===== src/rtl/decode_queue_pkg.sv =====
// Shared types for decode_queue: queue entries, forwarding channels and the
// decoded bundle, plus the instruction decoder used on the queue head.
package pipes;

    typedef logic [63:0] word_t;
    typedef logic [4:0]  reg_t;

    localparam logic [6:0] OP_LOAD   = 7'b0000011;
    localparam logic [6:0] OP_STORE  = 7'b0100011;
    localparam logic [6:0] OP_IMM    = 7'b0010011;
    localparam logic [6:0] OP_IMM32  = 7'b0011011;
    localparam logic [6:0] OP_REG    = 7'b0110011;
    localparam logic [6:0] OP_REG32  = 7'b0111011;
    localparam logic [6:0] OP_BRANCH = 7'b1100011;
    localparam logic [6:0] OP_JAL    = 7'b1101111;
    localparam logic [6:0] OP_JALR   = 7'b1100111;
    localparam logic [6:0] OP_LUI    = 7'b0110111;
    localparam logic [6:0] OP_AUIPC  = 7'b0010111;

    typedef struct packed {
        logic regwrite;
        logic memread;
        logic memwrite;
        logic branch;
        logic jump;
        logic alusrc;
    } ctl_t;

    typedef struct packed {
        word_t       pc;
        logic [31:0] instr;
    } decode_in_t;

    typedef struct packed {
        logic  valid;
        reg_t  dst;
        word_t data;
        logic  ismem;
    } fwd_t;

    typedef struct packed {
        word_t       pc;
        logic [31:0] instr;
        ctl_t        ctl;
        reg_t        dst;
        reg_t        srca;
        reg_t        srcb;
        word_t       rd1;
        word_t       rd2;
    } decode_data_t;

    typedef struct packed {
        ctl_t ctl;
        reg_t dst;
        reg_t srca;
        reg_t srcb;
    } dec_t;

    typedef struct packed {
        logic  stall;
        word_t data;
    } opnd_t;

    // Unused source fields come back as x0 so they never forward or stall.
    function automatic dec_t decode(
        input logic [6:0] op,
        input reg_t       rd,
        input reg_t       r1,
        input reg_t       r2
    );
        dec_t d;
        logic use1;
        logic use2;
        d    = '0;
        use1 = 1'b0;
        use2 = 1'b0;
        case (op)
            OP_LOAD: begin
                d.ctl.regwrite = 1'b1;
                d.ctl.memread  = 1'b1;
                d.ctl.alusrc   = 1'b1;
                use1           = 1'b1;
            end
            OP_STORE: begin
                d.ctl.memwrite = 1'b1;
                d.ctl.alusrc   = 1'b1;
                use1           = 1'b1;
                use2           = 1'b1;
            end
            OP_IMM, OP_IMM32: begin
                d.ctl.regwrite = 1'b1;
                d.ctl.alusrc   = 1'b1;
                use1           = 1'b1;
            end
            OP_REG, OP_REG32: begin
                d.ctl.regwrite = 1'b1;
                use1           = 1'b1;
                use2           = 1'b1;
            end
            OP_BRANCH: begin
                d.ctl.branch = 1'b1;
                use1         = 1'b1;
                use2         = 1'b1;
            end
            OP_JAL: begin
                d.ctl.regwrite = 1'b1;
                d.ctl.jump     = 1'b1;
            end
            OP_JALR: begin
                d.ctl.regwrite = 1'b1;
                d.ctl.jump     = 1'b1;
                d.ctl.alusrc   = 1'b1;
                use1           = 1'b1;
            end
            OP_LUI, OP_AUIPC: begin
                d.ctl.regwrite = 1'b1;
                d.ctl.alusrc   = 1'b1;
            end
            default: ;
        endcase
        d.srca = use1 ? r1 : '0;
        d.srcb = use2 ? r2 : '0;
        d.dst  = d.ctl.regwrite ? rd : '0;
        return d;
    endfunction

endpackage


===== src/rtl/decode_queue_fifo.sv =====
// decode_fifo: circular entry store for decode_queue with wrapping pointers
// and a fill count; flush and reset both return it to empty.
module decode_fifo
    import pipes::*;
#(
    parameter int DEPTH = 4,
    localparam int AW = $clog2(DEPTH),
    localparam int OW = $clog2(DEPTH + 1)
) (
    input  logic          clk,
    input  logic          reset,
    input  logic          flush,
    input  logic          push,
    input  logic          pop,
    input  decode_in_t    wdata,
    output decode_in_t    rdata,
    output logic          head_valid,
    output logic [OW-1:0] occupancy
);

    decode_in_t    mem [DEPTH];
    logic [AW-1:0] wptr;
    logic [AW-1:0] rptr;

    assign rdata      = mem[rptr];
    assign head_valid = occupancy != '0;

    always_ff @(posedge clk) begin
        if (!reset || flush) begin
            wptr      <= '0;
            rptr      <= '0;
            occupancy <= '0;
        end else begin
            if (push) wptr <= wptr + AW'(1);
            if (pop)  rptr <= rptr + AW'(1);
            case ({push, pop})
                2'b10:   occupancy <= occupancy + OW'(1);
                2'b01:   occupancy <= occupancy - OW'(1);
                default: ;
            endcase
        end
    end

    // Payload needs no reset: entries are only visible while counted.
    always_ff @(posedge clk) begin
        if (push) mem[wptr] <= wdata;
    end

endmodule


===== src/rtl/decode_queue.sv =====
// Decode stage with an instruction queue, operand forwarding and hazard stall.
// Build option: DECODE_FWD_EN enables forwarding; otherwise matches stall.
module decode_queue
    import pipes::*;
#(
    parameter int DEPTH = 4,
    parameter int NFWD = 2,
    localparam int OW = $clog2(DEPTH + 1)
) (
    input  logic                  clk,
    input  logic                  reset,
    input  logic                  flush,
    input  logic                  in_valid,
    output logic                  in_ready,
    input  word_t                 in_pc,
    input  logic [31:0]           in_instr,
    output reg_t                  rs1,
    output reg_t                  rs2,
    input  word_t                 q1,
    input  word_t                 q2,
    input  logic [NFWD-1:0]       fwd_valid,
    input  logic [NFWD-1:0][4:0]  fwd_dst,
    input  logic [NFWD-1:0][63:0] fwd_data,
    input  logic [NFWD-1:0]       fwd_ismem,
    output logic                  out_valid,
    input  logic                  out_ready,
    output decode_data_t          dataD,
    output logic [OW-1:0]         occupancy
);

    decode_in_t          entry;
    decode_in_t          head;
    logic                head_valid;
    logic                push;
    logic                pop;
    logic                stall;
    dec_t                dec;
    opnd_t               op1;
    opnd_t               op2;
    fwd_t [NFWD-1:0]     fwd;

    assign in_ready = reset && (occupancy != OW'(DEPTH));
    assign push     = in_valid && in_ready && !flush;
    assign entry    = '{pc: in_pc, instr: in_instr};

    decode_fifo #(.DEPTH(DEPTH)) u_fifo (
        .clk        (clk),
        .reset      (reset),
        .flush      (flush),
        .push       (push),
        .pop        (pop),
        .wdata      (entry),
        .rdata      (head),
        .head_valid (head_valid),
        .occupancy  (occupancy)
    );

    always_comb begin
        for (int i = 0; i < NFWD; i++) begin
            fwd[i] = '{valid: fwd_valid[i], dst: fwd_dst[i],
                       data: fwd_data[i], ismem: fwd_ismem[i]};
        end
    end

    assign dec = decode(head.instr[6:0], head.instr[11:7],
                        head.instr[19:15], head.instr[24:20]);
    assign rs1 = dec.srca;
    assign rs2 = dec.srcb;

    // Scan oldest-to-youngest so the lowest matching channel wins.
    function automatic opnd_t sel(
        input reg_t            rs,
        input word_t           q,
        input fwd_t [NFWD-1:0] f
    );
        opnd_t o;
        logic  busy;
        logic  hold;
        busy   = out_valid && dataD.ctl.regwrite && (rs == dataD.dst);
        hold   = 1'b0;
        o.data = q;
        for (int i = NFWD - 1; i >= 0; i--) begin
            if (f[i].valid && f[i].dst == rs) begin
`ifdef DECODE_FWD_EN
                o.data = f[i].data;
                hold   = f[i].ismem;
`else
                hold   = 1'b1;
`endif
            end
        end
        o.stall = busy || hold;
        if (rs == '0) begin
            o.stall = 1'b0;
            o.data  = q;
        end
        return o;
    endfunction

    assign op1   = sel(dec.srca, q1, fwd);
    assign op2   = sel(dec.srcb, q2, fwd);
    assign stall = op1.stall || op2.stall;
    assign pop   = head_valid && !stall && (!out_valid || out_ready) && !flush;

    always_ff @(posedge clk) begin
        if (!reset) begin
            out_valid <= 1'b0;
            dataD     <= '0;
        end else if (flush) begin
            out_valid <= 1'b0;
        end else if (pop) begin
            out_valid <= 1'b1;
            dataD     <= '{pc: head.pc, instr: head.instr, ctl: dec.ctl,
                           dst: dec.dst, srca: dec.srca, srcb: dec.srcb,
                           rd1: op1.data, rd2: op2.data};
        end else if (out_ready) begin
            out_valid <= 1'b0;
        end
    end

endmodule


===== config.mk =====
export PLATFORM = sky130hd
export DESIGN_NAME = decode_queue
export DESIGN_NICKNAME = d
export VERILOG_FILES = /design/src/rtl/decode_queue_pkg.sv /design/src/rtl/decode_queue_fifo.sv /design/src/rtl/decode_queue.sv
export SDC_FILE = /design/constraint.sdc
export NUM_CORES = 1
export LEC_CHECK = 0
export BUFFER_PORTS_ARGS = -buffer_cell sky130_fd_sc_hd__buf_2
export CAP_MARGIN = 20
export CORE_AREA = 2 2 271 273
export DETAILED_ROUTE_END_ITERATION = 8
export DIE_AREA = 0 0 273 275
export MAX_ROUTING_LAYER = met4
export SLEW_MARGIN = 20
export SYNTH_ARGS = -nofsm -noshare
export SYNTH_HDL_FRONTEND = slang
export SYNTH_HIERARCHICAL = 1
export SYNTH_SLANG_ARGS = --single-unit
export TNS_END_PERCENT = 5

===== constraint.sdc =====
create_clock -name clk -period 7.48 [get_ports clk]
set_input_delay 1.496 -clock clk [delete_from_list [all_inputs] [get_ports clk]]
set_output_delay 1.496 -clock clk [all_outputs]
set_load 0.005 [all_outputs]

==> key figures <==
Critical path
  • Kind of critical path: flip-flop to flip-flop
  • CP arrival: 5.72 ns
  • Crit path capture type: flip-flop
  • Crit path max fanout: 33
  • Startpoint types: flip-flop
  • Critical path required time: 8.01 ns
  • Worst R2R Setup Slack: 2.29 ns

Hold path
  • Min-Delay Path Class: flip-flop to flip-flop

Global routing
  • Vias in the first global route: 15797
  • Remaining Overflow, GRT: 0
  • First-pass GRT wire length: ~95000 um
  • Largest net degree at the start of global routing: 190
  • Total track usage: ~17%
  • Antenna violations before repair: 18

Clock network
  • Root Buffer Master: clkbuf_16
  • CTS clk-pin slew, worst paths: 0.05 ns
  • CTS Buf Count: between 70 and 80
  • Worst-skew pair later-pin latency: 0.62 ns
  • CTS resizes: 0
  • Clock Path Buffers: 3
  • Postcts setup bufs: 0
  • CTS tree: built
  • Post-CTS Hold Buffers: 0
  • Depth of the CTS H-tree: 3
  • Clock Sinks: around 640

Die
  • # rows: between 90 and 100
  • Die height: around 280 um
  • Starting density of the core: between 30% and 40%
  • Ports: between 600 and 700
  • Die Area: 75100 um2
  • Die Span X: around 270 um
  • Core ar.: slightly above 70000 um2

Logic synthesis
  • Seq/Total Area, Yosys: about two thirds
  • Syn_nets: roughly 2200
  • Syn_area_per_cell: approximately 14 um2
  • Cells after Synth: ~1800
  • Post-synth cell types: 66
  • Warnings from Yosys: 6
  • Async S/R FF share, synth: 0%
  • Ys flop type: edfxtp_1
  • Post-Syn Area: around 25000 um2
  • Seq cells post-synth: between 600 and 700
  • EDFF count, synth: 384

Timing
  • Setup violators final: 0
  • Min Tclk post-route: approximately 5.2 ns
  • Max Slew Vio Count: 0
  • Slew @ Worst Pin: around 1.2 ns
  • Max-slew headroom: between 20% and 30%
  • RSZ-0062 raised after global routing: no
  • Final setup skew: around 0.024 ns
  • Setup_tns: 0 ns
  • Tcrit/Tclk final: between 60 and 70%
  • Fin. Hold Viols: 0
  • Max Freq: roughly 190 MHz

Cells and area
  • Layout cell share with drive strength beyond 1: 32.0%
  • Storage cell area: around 17000 um2
  • Finished Cell Area: roughly 31000 um2
  • Most frequent cells in the layout: buf_2, nand2_1, edfxtp_1
  • Synth-to-Final Area Change: 22.6%
  • Filler instances: ~6700
  • Most common cell after layout, fill and taps aside: buf_2
  • Area occupied by multi-input gates: between 7000 and 8000 um2
  • Final #Nets: 2612

Power and ir drop
  • PwrDens: about 250 nW/um2
  • Internal power: ~6000 uW
  • Leakage power: 0.0112 uW
  • Switch Pwr: approximately 1700 uW
  • Total power: around 7600 uW
  • Clock power frac: 46.7%
  • Logic pwr share: 3.9%
  • VDD IR-drop max: approximately 0.00017 V
  • Sw frac: 21.6%
  • Share of power burned in registers: about half

Routing
  • DR vias/cell: about 4.8
  • Final wirelength: roughly 64000 um
  • DR WL/cell: around 20 um
  • # DRC: 0
  • Initial drt markers: 1027
  • First-pass DRT Iterations: 5
  • Vias: ~16000
  • Routed Antenna Nets: 0

Run
  • Max-cap viol count: 0

Place
  • Placed cell areas: 28300 um2
  • Number of port buffers: 500
  • Detailed placement HPWL: 40800 um
  • Placer congestion estimate: roughly 0.9

Run status
  • Outcome: finished clean
-- flip-flops by register name (all words and copies together), names as in the netlist, named ones only --
name,flops
u_fifo/occupancy,3
u_fifo/mem,384
out_valid,1
u_fifo/wptr,2
dataD,245
u_fifo/rptr,2
-- layer usage --
metal | vias up | share of wire (%) | track usage, %
li1 | 7364 | - | -
met1 | 7715 | 40 | 20.3
met5 | - | 0 | -
met2 | 537 | 48 | 27.3
met4 | 0 | 2.8 | 6.03
met3 | 121 | 9.4 | 5.65
-- cell type report --
class	instances	share of cell area (%)
sequential	639	54.2
multi-input combinational	995	24.9
timing repair buffer	514	8.81
clock buffer	98	6.48
tap	959	3.91
clock inverter	34	1.44
inverter	13	0.159
antenna	14	0.114
-- power by group through the flow --
stage          logic [uW]  clock network, uW  registers [uW]
2_1_floorplan         151                  0            3850
3_3_place_gp          290                  0            3850
3_5_place_dp          300                  0            3850
4_1_cts               301               3690            3780
5_1_grt               328               3830            3780
6_report              296               3580            3780
-- cell families after synthesis --
kind of cell | share of synthesized area [%]
multiplexers | 18.0
adder cells (fa/ha/maj) | 0.330
flip-flops | 66.4
XOR/XNOR | 0.664
buffers and inverters | 3.13
AO/OA/AOI/OAI | 2.24
AND/OR/NAND/NOR | 9.24
-- synthesized netlist by cell type (2+ instances only) --
library cell,n,area share [%]
nand2_1,465,7.0
edfxtp_1,384,46
dfxtp_1,255,20
mux2i_1,235,9.4
mux4_2,96,8.6
clkbuf_1,72,1.1
buf_4,31,0.93
nor2_1,28,0.42
o21ai_0,18,0.36
xnor2_1,16,0.56
nand3_1,15,0.30
buf_2,14,0.28
inv_1,13,0.19
a21boi_1,10,0.30
buf_6,10,0.45
nor4bb_1,10,0.40
a21oi_1,9,0.18
and2_1,9,0.22
a31oi_1,8,0.20
and3_1,5,0.12
ha_1,5,0.25
o32ai_1,5,0.17
a211oi_1,3,0.090
nand2b_1,3,0.075
nand4_1,3,0.075
o21ai_1,3,0.060
or2_1,3,0.075
or3_1,3,0.075
xor2_1,3,0.10
a22o_1,2,0.070
buf_12,2,0.16
nor2b_1,2,0.050
nor3b_1,2,0.060
o2111ai_1,2,0.070
o22ai_1,2,0.050
or2_2,2,0.050
-- path summary, 6_finish.rpt --
kind	end	startpoint	cells after the start
setup / recovery	u_fifo/occupancy[2]	flip-flop	14
hold / removal	dataD[75]	dataD[75]	2
setup reg to reg	u_fifo/occupancy[2]	flip-flop	14
hold reg to reg	dataD[75]	dataD[75]	2
-- worst max-delay path, cell delays in order (launching register included) --
cell and delay, ns:
dfxtp_4 0.87, mux4_2 0.77, nand3b_1 0.34, a211oi_2 0.54, a21oi_1 0.14, o2111ai_1 0.32, a21oi_1 0.15, or2_1 0.42
nor2_4 0.26, ha_1 0.23, inv_1 0.07, fa_1 0.38, xor2_1 0.16, or3_1 0.31, a21oi_1 0.14
-- through the flow --
stage	utilization, %	cells	hold slack, ns	worst slack [ns]
after CTS	42.4	3252	0.453	2.22
after global placement	39.1	3120	0.438	2.28
final	42.5	3266	0.452	2.29
after global routing	42.5	3264	0.468	1.88
after floorplan	-	1778	0.451	2.00
after detailed placement	39.1	3120	0.444	2.23
No activity file was read; power rests on OpenSTA's default activity.
